$ cat config.mk
export PLATFORM = sky130hd
export DESIGN_NAME = instr_fetch
export DESIGN_NICKNAME = d
export VERILOG_FILES = /design/src/rtl/instr_fetch.sv
export SDC_FILE = /design/constraint.sdc
export NUM_CORES = 1
export LEC_CHECK = 0
export CAP_MARGIN = 20
export CORE_UTILIZATION = 50
export DETAILED_ROUTE_END_ITERATION = 8
export PLACE_DENSITY = 0.91
export REMOVE_ABC_BUFFERS = 1
export SLEW_MARGIN = 20
export SYNTH_ARGS = -nofsm -noshare
export SYNTH_HDL_FRONTEND = slang
export SYNTH_SLANG_ARGS = --single-unit
$ cat constraint.sdc
create_clock -name clk_i -period 6.5 [get_ports clk_i]
set_input_delay 1.3 -clock clk_i [delete_from_list [all_inputs] [get_ports clk_i]]
set_output_delay 1.3 -clock clk_i [all_outputs]
set_load 0.1 [all_outputs]
$ cat src/rtl/instr_fetch.sv
// Instruction fetch stage: a fetch PC drives a combinational instruction memory and
// fills a small FIFO that decode drains through a valid/ready handshake.
module instr_fetch #(
  parameter int                    ADDR_WIDTH = 32,
  parameter int                    DATA_WIDTH = 32,
  parameter logic [ADDR_WIDTH-1:0] RESET_PC   = '0,
  parameter int                    BUF_DEPTH  = 2
) (
  input  logic                  clk_i,
  input  logic                  rst_ni,
  output logic [ADDR_WIDTH-1:0] imem_addr_o,
  input  logic [DATA_WIDTH-1:0] imem_instr_i,
  input  logic                  redirect_i,
  input  logic [ADDR_WIDTH-1:0] redirect_pc_i,
  output logic                  fetch_valid_o,
  input  logic                  fetch_ready_i,
  output logic [DATA_WIDTH-1:0] instr_o,
  output logic [ADDR_WIDTH-1:0] pc_o,
  output logic                  misalign_err_o
);

  localparam int PTR_W = $clog2(BUF_DEPTH);
  localparam int CNT_W = PTR_W + 1;

  typedef enum logic {RUN, HALT} state_e;

  state_e                state_q, state_d;
  logic [ADDR_WIDTH-1:0] fpc_q, fpc_d;
  logic [PTR_W-1:0]      rd_ptr_q, rd_ptr_d;
  logic [PTR_W-1:0]      wr_ptr_q, wr_ptr_d;
  logic [CNT_W-1:0]      count_q, count_d;
  logic                  err_q, err_d;

  logic [ADDR_WIDTH-1:0] buf_pc_q    [BUF_DEPTH];
  logic [DATA_WIDTH-1:0] buf_instr_q [BUF_DEPTH];

  logic full, pop, push, aligned;

  assign full    = (count_q == CNT_W'(BUF_DEPTH));
  assign pop     = fetch_valid_o & fetch_ready_i;
  // A pop in the same cycle frees a slot, so a full buffer can still accept a push.
  assign push    = (state_q == RUN) & ~redirect_i & (~full | pop);
  assign aligned = (redirect_pc_i[1:0] == 2'b00);

  assign imem_addr_o    = fpc_q;
  assign fetch_valid_o  = (count_q != '0);
  assign instr_o        = buf_instr_q[rd_ptr_q];
  assign pc_o           = buf_pc_q[rd_ptr_q];
  assign misalign_err_o = err_q;

  // NOTE: every signal assigned here gets a default first so no latch is inferred.
  always_comb begin
    state_d  = state_q;
    fpc_d    = fpc_q;
    rd_ptr_d = rd_ptr_q;
    wr_ptr_d = wr_ptr_q;
    count_d  = count_q;
    err_d    = err_q;
    if (redirect_i) begin
      rd_ptr_d = '0;
      wr_ptr_d = '0;
      count_d  = '0;
      if (aligned) begin
        fpc_d   = redirect_pc_i;
        state_d = RUN;
      end else begin
        err_d   = 1'b1;
        state_d = HALT;
      end
    end else begin
      if (push) begin
        wr_ptr_d = wr_ptr_q + PTR_W'(1);
        fpc_d    = fpc_q + ADDR_WIDTH'(4);
      end
      if (pop) rd_ptr_d = rd_ptr_q + PTR_W'(1);
      case ({push, pop})
        2'b10:   count_d = count_q + CNT_W'(1);
        2'b01:   count_d = count_q - CNT_W'(1);
        default: count_d = count_q;
      endcase
    end
  end

  // NOTE: sequential state uses non-blocking assignments only.
  always_ff @(posedge clk_i or negedge rst_ni) begin
    if (!rst_ni) begin
      state_q  <= RUN;
      fpc_q    <= RESET_PC;
      rd_ptr_q <= '0;
      wr_ptr_q <= '0;
      count_q  <= '0;
      err_q    <= 1'b0;
    end else begin
      state_q  <= state_d;
      fpc_q    <= fpc_d;
      rd_ptr_q <= rd_ptr_d;
      wr_ptr_q <= wr_ptr_d;
      count_q  <= count_d;
      err_q    <= err_d;
    end
  end

  // NOTE: buffer storage is not reset; count_q alone decides which entries are meaningful.
  always_ff @(posedge clk_i) begin
    if (push) begin
      buf_pc_q[wr_ptr_q]    <= fpc_q;
      buf_instr_q[wr_ptr_q] <= imem_instr_i;
    end
  end

endmodule

==> results of run 1 <==
path summary, 6_finish.rpt:
check                      depth (start not counted)            from  slack, ns             end
max                                                3        rd_ptr_q       1.99     instr_o[28]
min                                                1  misalign_err_o       0.48  misalign_err_o
max reg2reg                                        4      count_q[1]       3.76  buf_pc_q[1][3]
min reg2reg                                        1  misalign_err_o       0.48  misalign_err_o
max in group asynchronous                          1          rst_ni       4.88        rd_ptr_q
min in group asynchronous                          1          rst_ni       1.00  misalign_err_o
metrics by stage:
stage / cell area [µm²] / setup slack [ns] / std cells
finish: 9280 / 1.99 / 834
global route: 9280 / 1.88 / 834
CTS: 9280 / 1.96 / 834
detailed placement: 8740 / 2.41 / 802
global placement: 8740 / 2.50 / 802
floorplan: 6840 / 1.72 / 457
synth_stat cells, types with 3 or more instances:
library cell	count	area share [%]
sky130_fd_sc_hd__edfxtp_1	128	55
sky130_fd_sc_hd__mux2_2	64	10
sky130_fd_sc_hd__dfrtp_1	38	14
sky130_fd_sc_hd__o21ai_0	30	2.2
sky130_fd_sc_hd__nor2_1	28	1.5
sky130_fd_sc_hd__a21oi_1	25	1.8
sky130_fd_sc_hd__nand2_1	25	1.4
sky130_fd_sc_hd__clkbuf_1	17	0.92
sky130_fd_sc_hd__nand3_1	17	1.2
sky130_fd_sc_hd__nand4_1	11	0.99
sky130_fd_sc_hd__inv_1	8	0.43
sky130_fd_sc_hd__a31oi_1	5	0.45
sky130_fd_sc_hd__and2_1	5	0.45
sky130_fd_sc_hd__buf_2	5	0.36
sky130_fd_sc_hd__nand2b_1	5	0.45
sky130_fd_sc_hd__nor3_1	5	0.36
sky130_fd_sc_hd__a22oi_1	4	0.43
sky130_fd_sc_hd__mux2i_1	4	0.58
sky130_fd_sc_hd__o22ai_1	4	0.36
sky130_fd_sc_hd__a311o_1	3	0.43
sky130_fd_sc_hd__a31o_2	3	0.38
sky130_fd_sc_hd__a32oi_1	3	0.38
sky130_fd_sc_hd__and3_1	3	0.27
sky130_fd_sc_hd__nor4_1	3	0.27
sky130_fd_sc_hd__o2bb2ai_1	3	0.38
sky130_fd_sc_hd__or2_2	3	0.27
layout by cell type (no fill, tap or decap), types with 3 or more instances in the layout:
cell type,instances
sky130_fd_sc_hd__clkdlybuf4s50_1,163
sky130_fd_sc_hd__edfxtp_1,128
sky130_fd_sc_hd__mux2_2,64
sky130_fd_sc_hd__dfrtp_1,37
sky130_fd_sc_hd__o21ai_0,30
sky130_fd_sc_hd__nor2_1,26
sky130_fd_sc_hd__a21oi_1,25
sky130_fd_sc_hd__nand2_1,25
sky130_fd_sc_hd__nand3_1,17
sky130_fd_sc_hd__clkbuf_16,17
sky130_fd_sc_hd__nand4_1,11
sky130_fd_sc_hd__inv_1,8
sky130_fd_sc_hd__nand2b_1,5
sky130_fd_sc_hd__and2_1,5
sky130_fd_sc_hd__a31oi_1,5
sky130_fd_sc_hd__nor3_1,5
sky130_fd_sc_hd__mux2i_1,4
sky130_fd_sc_hd__o22ai_1,4
sky130_fd_sc_hd__a22oi_1,4
sky130_fd_sc_hd__inv_6,4
sky130_fd_sc_hd__buf_4,4
sky130_fd_sc_hd__or2_2,3
sky130_fd_sc_hd__and3_1,3
sky130_fd_sc_hd__a32oi_1,3
sky130_fd_sc_hd__nor4_1,3
sky130_fd_sc_hd__a311o_1,3
sky130_fd_sc_hd__o2bb2ai_1,3
sky130_fd_sc_hd__a31o_2,3
sky130_fd_sc_hd__clkinv_2,3
metal layers:
layer / up-vias / global-route usage, % / wire [µm]
met5: - / 0 / 0
met4: 0 / 7.27 / 167
met3: 17 / 5.89 / 1260
met2: 222 / 38.7 / 8180
met1: 2346 / 30.7 / 6700
li1: 2185 / - / -
registers in the layout, indices dropped and copies added (netlist names):
register / cells
rd_ptr_q: 1
count_q: 2
misalign_err_o: 1
imem_addr_o: 32
wr_ptr_q: 1
state_q: 1
buf_pc_q: 64
buf_instr_q: 64
final cells by class:
cell class / instances / area, µm²
multi-input cells: 283 / 2030
fillers: 932 / 4130
repair buffers: 169 / 1670
clock inverters: 14 / 101
clock buffers: 18 / 429
inverters: 8 / 30.0
well taps: 176 / 220
flip-flops and latches: 166 / 4800
logic make-up (layout without fill, tap and decap cells):
logic type      Yosys count  count (layout)
compound gates           94              94
flops                   166             166
fa+ha+maj                 1               1
simple gates            119             119
mux                      68              68
buf+inv                  32             209
xor+xnor                  1               1
power by group through the flow:
| stage | logic, µW | registers (µW) | clock network, µW |
|---|---|---|---|
| finish | 908 | 1350 | 894 |
| global route | 938 | 1360 | 953 |
| global placement | 894 | 1360 | 0 |
| CTS | 911 | 1350 | 910 |
| floorplan | 363 | 1650 | 0 |
| detailed placement | 908 | 1370 | 0 |
==> flow_summary.toml, run 1 <==
[timing]
min_period_over_period_pct = 69.3
timing.max_slew.rel_slack_pct = 31.0
timing_worst_slew_pin_value_ns = 1.03
timing.final.hold_violations = 0
timing.setup.tns_ns = 0
fmax_mhz = 222
final_setup_fails = 0
hold-worst-slack_ns = 0.480
setup_repair_after_global_routing_missed_its_margin = "no"
min_period_ns = 4.51
fin_worst_skew_ns = 0.00706
drv_slew = 0

[drt]
drt-pass1-iter-count = 5
post-route-drc-count = 0
vias_cell = 5.72
drt_iter0_drc = 339
wire_per_inst_um = 19.6
vias = 4770
postRouteWirelength_um = 16300
drt.antenna.violating_nets = 0

[worst_setup_path]
worstPathRequired_ns = 5.20
critical_path.slowest_cell = "sky130_fd_sc_hd__clkdlybuf4s50_1"
critical_path.max_fanout = 38
worst_path_largest_cell_delay_ns = 1.17
startpoint_type = "flop"
crit_family = "buffers and inverters"
setup.worst_path.class = "reg2out"
cp.arrival_ns = 3.21
critical_path_buffers_and_inverters = 2
critPathCaptureType = "output port"
critical_path.cell_chain = "buf_4 > mux2_2 > clkdlybuf4s50_1"

[synth]
synth_enable_flop_cells = 128
synth_compound_area_share_pct = 8.46
yosys.area_share.adder_pct = 0.180
combinational_family_with_the_most_area_after_synthesis = "multiplexers"
post_synth_and_or_nand_nor_area_fraction_pct = 9.27
ys_async_sr_fraction_pct = 22.9
synth_seq_area_share_pct = 69.1
ys.flop_type = "sky130_fd_sc_hd__edfxtp_1"
synthXorXnorAreaFrac_pct = 0.126
synthMuxAreaShare_pct = 11.0
syn_area_um2 = 6940
synth.avg_cell_area_um2 = 14.4
synth_cells = 481
yosysWarnings = 0
synth_cell_type_count = 50
postSynthRegisterBits = 166

[hold_path]
timing.hold.worst.class = "reg2reg"

[pwr]
share_clk_of_total_power_pct = 28.4
sequential_share_of_power_pct = 42.8
total_power_uw = 3150
p_int_uw = 1960
ir_drop_v = 0.000225
switchingPower_uw = 1190
power.static_leakage_uw = 0.00319
netSwitchingFraction_pct = 37.9
p_comb_share_pct = 28.8
p_per_cell_area_nw_per_um2 = 340

[clock_tree]
tritoncts.num_buffers = 17
post_cts_resize_count = 0
clkLatencyLatePin_ns = 0.42
htree_num_levels = 4
cts.root.buffer_cell = "sky130_fd_sc_hd__clkbuf_16"
cts_max_path_buffers = 2
worst_setup_hold_path_clk_slew_ns = 0.06
clock_sinks = 166
tritoncts = "built"
post_cts.repair.setup_buffers = 0
ctsHoldBuffers = 0

[grt]
grt_first_pass_wirelength_um = 25200
overflow = 0
largest_net_degree_at_the_start_of_global_routing = 56
grt_use_total_pct = 23.5
grt_pass1_vias = 4750
antenna_found_initial = 0

[floorplan]
die_width_um = 120
initial_core_util_pct = 51.8
top_level_ports = 166
dieArea_um2 = 14300
floorplan.rows = 42
die_h_um = 120
coreArea_um2 = 13400

[cells_and_area]
n_antenna_cell = 0
nNetsFinal = 714
syn_to_final_growth_pct = 33.7
post_route_cells_drive_above_1_share_pct = 17.3
final_core_util_pct = 69.2

[run]
maxCapViolCount = 0

[placement]
hpwl_um = 10900
globalplace.congestion = 0.814
buffer_ports.inserted = 165

[status]
run_status = "finished, final reports clean"
Power figures use the tool's default switching activity.
==> inputs of run 2 (changes only) <==
--- a/config.mk
+++ b/config.mk
@@ -6,9 +6,9 @@
 export NUM_CORES = 1
 export LEC_CHECK = 0
 export CAP_MARGIN = 20
-export CORE_UTILIZATION = 50
+export CORE_UTILIZATION = 45
 export DETAILED_ROUTE_END_ITERATION = 8
-export PLACE_DENSITY = 0.91
+export PLACE_DENSITY = 0.87
 export REMOVE_ABC_BUFFERS = 1
 export SLEW_MARGIN = 20
 export SYNTH_ARGS = -nofsm -noshare
==> constraint.sdc (replaced) <==
create_clock -name clk_i -period 3.7 [get_ports clk_i]
set_input_delay 0.74 -clock clk_i [delete_from_list [all_inputs] [get_ports clk_i]]
set_output_delay 0.74 -clock clk_i [all_outputs]
set_load 0.1 [all_outputs]
==> flow_summary.toml, run 2 (synthesis results as in run 1) <==
[worst_setup_path]
startpoint_type = "flop"
crit_family = "buffers and inverters"
stages_on_the_worst_setup_path = 1
reg2regPathDepth = 6
critical_path.slowest_cell = "sky130_fd_sc_hd__clkdlybuf4s50_1"
worstPathRequired_ns = 2.96
critical_path.max_fanout = 9
critical_path.cell_chain = "clkdlybuf4s50_1"
cp.arrival_ns = 2.19
worst_path_largest_cell_delay_ns = 1.21
setup.worst_path.class = "reg2out"
critical_path_buffers_and_inverters = 1
critPathCaptureType = "output port"

[floorplan]
die_h_um = 126
floorplan.rows = 45
die_width_um = 126
initial_core_util_pct = 45.8
top_level_ports = 166
coreArea_um2 = 15100
dieArea_um2 = 15900

[timing]
min_period_over_period_pct = 79.3
final_setup_fails = 0
timing.max_slew.rel_slack_pct = 32.2
drv_slew = 0
setup_slack_ns = 0.765
setup_repair_after_global_routing_missed_its_margin = "no"
hold-worst-slack_ns = 0.430
timing.final.hold_violations = 0
timing_worst_slew_pin_value_ns = 1.01
min_period_ns = 2.93
fmax_mhz = 341
fin_worst_skew_ns = 0.00786

[clock_tree]
clock_sinks = 166
post_cts_resize_count = 0
tritoncts = "built"
cts_max_path_buffers = 2
post_cts.repair.setup_buffers = 0
ctsHoldBuffers = 0
htree_num_levels = 4
worst_setup_hold_path_clk_slew_ns = 0.06
tritoncts.num_buffers = 17
cts.root.buffer_cell = "sky130_fd_sc_hd__clkbuf_16"
clkLatencyLatePin_ns = 0.42

[hold_path]
timing.hold.worst.class = "in2async"

[cells_and_area]
register_area_um2 = 4800
nNetsFinal = 719
post_route_cells_drive_above_1_share_pct = 28.7
n_fill_cell = 1184
multi_input_area_um2 = 2030
n_antenna_cell = 0
layout_commonest_cell = "sky130_fd_sc_hd__edfxtp_1"
commonest_cells_after_routing_fill_and_taps_aside = "sky130_fd_sc_hd__edfxtp_1, sky130_fd_sc_hd__clkdlybuf4s50_1, sky130_fd_sc_hd__buf_4, sky130_fd_sc_hd__mux2_2, sky130_fd_sc_hd__dfrtp_1"
final_core_util_pct = 60.7
post_layout_nonfiller_instances = 851
syn_to_final_growth_pct = 32.6

[drt]
drt-pass1-iter-count = 4
postRouteWirelength_um = 15700
vias_cell = 5.61
drt.antenna.violating_nets = 0
drt_iter0_drc = 319
post-route-drc-count = 0
wire_per_inst_um = 18.4
vias = 4777

[pwr]
p_per_cell_area_nw_per_um2 = 614
power.static_leakage_uw = 0.00331
ir_drop_v = 0.000503
total_power_uw = 5650

[grt]
largest_net_degree_at_the_start_of_global_routing = 52
antenna_found_initial = 0
grt_pass1_vias = 4614
overflow = 0
grt_first_pass_wirelength_um = 24500
grt_use_total_pct = 20.4

[status]
run_status = "finished, final reports clean"

[placement]
numPlacedInstances = 819
hpwl_um = 10600
preCtsSetupSlack_ns = 0.678
buffer_ports.inserted = 165
globalplace.congestion = 0.806

[run]
maxCapViolCount = 0
run 2: area by class of cell:
cell class	count	share of cell area, %
clock buffers	17	4.62
clock inverters	15	1.65
inverters	8	0.326
multi-input cells	283	22.0
flip-flops and latches	166	52.1
well taps	188	2.56
repair buffers	174	16.7
run 2: worst reg2reg max path, delay by kind of cell, from the launching register on:
family,cells,cell delay (ns)
DFF,1,0.50
adders and majority gates,1,0.26
and+or+nand+nor,4,1.26
AOI/OAI and AO/OA,1,0.20
run 2: final timing paths:
| kind | start | end | slack (ns) |
|---|---|---|---|
| worst max-delay path | imem_addr_o[11] | imem_addr_o[11] | 0.77 |
| worst max register to register | imem_addr_o[2] | imem_addr_o[26] | 1.37 |
| min in group clk_i | misalign_err_o | misalign_err_o | 0.48 |
| worst min register to register | misalign_err_o | misalign_err_o | 0.48 |
| max in group asynchronous | rst_ni | rd_ptr_q | 2.68 |
| worst min-delay path | rst_ni | misalign_err_o | 0.43 |
run 2: power by group:
group | internal [µW] | switching [µW] | leakage, µW | total, µW
combinational | 381 | 1200 | 0.00142 | 1580
clock | 994 | 712 | 0.000283 | 1710
sequential | 2180 | 186 | 0.00161 | 2360
total | 3550 | 2100 | 0.00331 | 5650
run 2: per-layer routing:
metal / up-vias / wire, µm / track usage [%]
li1: 2190 / - / -
met5: - / 0 / 0
met1: 2354 / 6610 / 26.9
met4: 0 / 166 / 6.59
met3: 14 / 1210 / 5.52
met2: 219 / 7700 / 33.0
run 2: stage by stage:
stage | setup TNS [ns] | instance area [µm²]
after CTS | 0 | 9200
final | 0 | 9200
after detailed placement | 0 | 8620
after floorplan | -67.01 | 6840
after global placement | 0 | 8620
after global routing | 0 | 9200
==> inputs of run 3 (changes only) <==
--- a/config.mk
+++ b/config.mk
@@ -6,9 +6,9 @@
 export NUM_CORES = 1
 export LEC_CHECK = 0
 export CAP_MARGIN = 20
-export CORE_UTILIZATION = 45
+export CORE_UTILIZATION = 50
 export DETAILED_ROUTE_END_ITERATION = 8
-export PLACE_DENSITY = 0.87
+export PLACE_DENSITY = 0.91
 export REMOVE_ABC_BUFFERS = 1
 export SLEW_MARGIN = 20
 export SYNTH_ARGS = -nofsm -noshare
==> constraint.sdc (replaced) <==
create_clock -name clk_i -period 2.85 [get_ports clk_i]
set_input_delay 0.57 -clock clk_i [delete_from_list [all_inputs] [get_ports clk_i]]
set_output_delay 0.57 -clock clk_i [all_outputs]
set_load 0.1 [all_outputs]
==> flow_summary.toml, run 3 (synthesis results as in run 1) <==
[floorplan]
coreArea_um2 = 13400
die_width_um = 120
floorplan.rows = 42
dieArea_um2 = 14300
die_h_um = 120
top_level_ports = 166
initial_core_util_pct = 51.8

[pwr]
p_comb_share_pct = 30.3
switchingPower_uw = 2720
netSwitchingFraction_pct = 37.7
p_int_uw = 4490
power.static_leakage_uw = 0.00348
share_clk_of_total_power_pct = 27.1
sequential_share_of_power_pct = 42.5
ir_drop_v = 0.000567
p_per_cell_area_nw_per_um2 = 753
total_power_uw = 7220

[placement]
buffer_ports.inserted = 165
placed_area_um2 = 9090
hpwl_um = 11700
numPlacedInstances = 809
globalplace.congestion = 0.831

[timing]
setup_repair_after_global_routing_missed_its_margin = "no"
fmax_mhz = 386
min_period_over_period_pct = 90.9
timing.max_slew.rel_slack_pct = 42.1
min_period_ns = 2.59
drv_slew = 0
final_setup_fails = 0
fin_worst_skew_ns = 0.0131
timing.final.hold_violations = 0
timing.setup.tns_ns = 0
timing_worst_slew_pin_value_ns = 0.868

[grt]
grt_pass1_vias = 4975
grt_first_pass_wirelength_um = 26500
use_met1_pct = 30.7
grt-busiest-layer = "met2"
largest_net_degree_at_the_start_of_global_routing = 65
grtUsageMet3_pct = 7.18
antenna_found_initial = 1
overflow = 0
grt_use_total_pct = 24.8
global_route.usage.met2_pct = 41.3

[clock_tree]
clock_sinks = 166
clkLatencyLatePin_ns = 0.43
tritoncts = "built"
cts.root.buffer_cell = "sky130_fd_sc_hd__clkbuf_16"
htree_num_levels = 4
cts_max_path_buffers = 2
ctsHoldBuffers = 0
post_cts_resize_count = 0
post_cts.repair.setup_buffers = 0
worst_setup_hold_path_clk_slew_ns = 0.06
tritoncts.num_buffers = 17

[worst_setup_path]
worst_setup_path_endpoint = "pc_o[31]"
worstReg2RegEnd = "imem_addr_o[26]"
critical_path.cell_chain = "buf_12 > mux2_2 > buf_4"
worst_path_largest_cell_delay_ns = 0.71
critical_path.slowest_cell = "sky130_fd_sc_hd__dfrtp_2"
cp.arrival_ns = 2.02
critical_path.max_fanout = 24
crit_path_from = "rd_ptr_q"
critPathCaptureType = "output port"
worstPathRequired_ns = 2.28
crit-reg2reg-launch = "imem_addr_o[2]"
rrSetupSlack_ns = 0.38
setup.worst_path.class = "reg2out"
reg2regPathDepth = 6
startpoint_type = "flop"

[run]
maxCapViolCount = 0

[drt]
post-route-drc-count = 0
vias = 4907
drt-pass1-iter-count = 5
wire_per_inst_um = 20.3
vias_cell = 5.85
postRouteWirelength_um = 17000
drt_iter0_drc = 509
drt.antenna.violating_nets = 0

[cells_and_area]
nNetsFinal = 721
post_route_cells_drive_above_1_share_pct = 32.4
post_layout_nonfiller_instances = 839
layout_commonest_cell = "sky130_fd_sc_hd__edfxtp_1"
design_area_final_um2 = 9590
syn_to_final_growth_pct = 38.2
commonest_cells_after_routing_fill_and_taps_aside = "sky130_fd_sc_hd__edfxtp_1, sky130_fd_sc_hd__buf_4, sky130_fd_sc_hd__clkdlybuf4s50_1, sky130_fd_sc_hd__mux2_2, sky130_fd_sc_hd__buf_12"
n_antenna_cell = 0

[hold_path]
timing.hold.worst.class = "in2async"

[status]
run_status = "finished, final reports clean"
==> run 3: changes by cell type in the layout (fill, tap and decap cells not counted) <==
cell	before	now
sky130_fd_sc_hd__clkbuf_1	0	3
sky130_fd_sc_hd__inv_6	3	0
sky130_fd_sc_hd__buf_12	0	43
sky130_fd_sc_hd__clkinv_4	4	1
sky130_fd_sc_hd__clkdlybuf4s50_1	93	65
sky130_fd_sc_hd__clkinvlp_4	1	4
sky130_fd_sc_hd__buf_4	79	66
sky130_fd_sc_hd__bufinv_16	2	0
==> run 3: how the worst min path moves through the flow <==
stage	end	slack [ns]
after global placement	misalign_err_o	0.46
after floorplan	count_q[0]	0.27
final	misalign_err_o	0.25
after detailed placement	misalign_err_o	0.47
after CTS	misalign_err_o	0.27
after global routing	misalign_err_o	0.31
==> run 3: through the flow <==
step           hold slack, ns  setup slack [ns]  util (%)
2_1_floorplan           0.274             -1.20         -
3_3_place_gp            0.456             0.366      67.8
3_5_place_dp            0.467             0.269      67.8
4_1_cts                 0.274             0.244      71.6
5_1_grt                 0.315             0.188      71.6
6_report                0.248             0.258      71.6
==> run 3: power by group through the flow <==
| stage | Clock (µW) | Sequential [µW] | Combinational [µW] |
|---|---|---|---|
| 2_1_floorplan | 0 | 3760 | 829 |
| 3_3_place_gp | 0 | 3090 | 2140 |
| 3_5_place_dp | 0 | 3110 | 2190 |
| 4_1_cts | 1990 | 3070 | 2190 |
| 5_1_grt | 2090 | 3100 | 2260 |
| 6_report | 1960 | 3070 | 2190 |
==> run 3: area by class of cell <==
| type | instances | area [µm²] |
|---|---|---|
| sequential | 166 | 4800 |
| fill | 849 | 3810 |
| multi-input combinational | 283 | 2030 |
| timing repair buffer | 176 | 2020 |
| clock buffer | 20 | 437 |
| tap | 176 | 220 |
| clock inverter | 10 | 61.3 |
| inverter | 8 | 30.0 |
==> run 3: routing by layer <==
layer | vias to the layer above | part of all wire (%)
met3 | 40 | 7.9
met4 | 2 | 2.5
li1 | 2195 | -
met5 | - | 0.10
met1 | 2392 | 40
met2 | 278 | 50
==> run 3: worst max-delay path, delay by kind of cell (launching register included) <==
| kind | cells | cell delay (ns) |
|---|---|---|
| buffers and inverters | 2 | 0.50 |
| flip-flops | 1 | 0.71 |
| multiplexers | 1 | 0.38 |
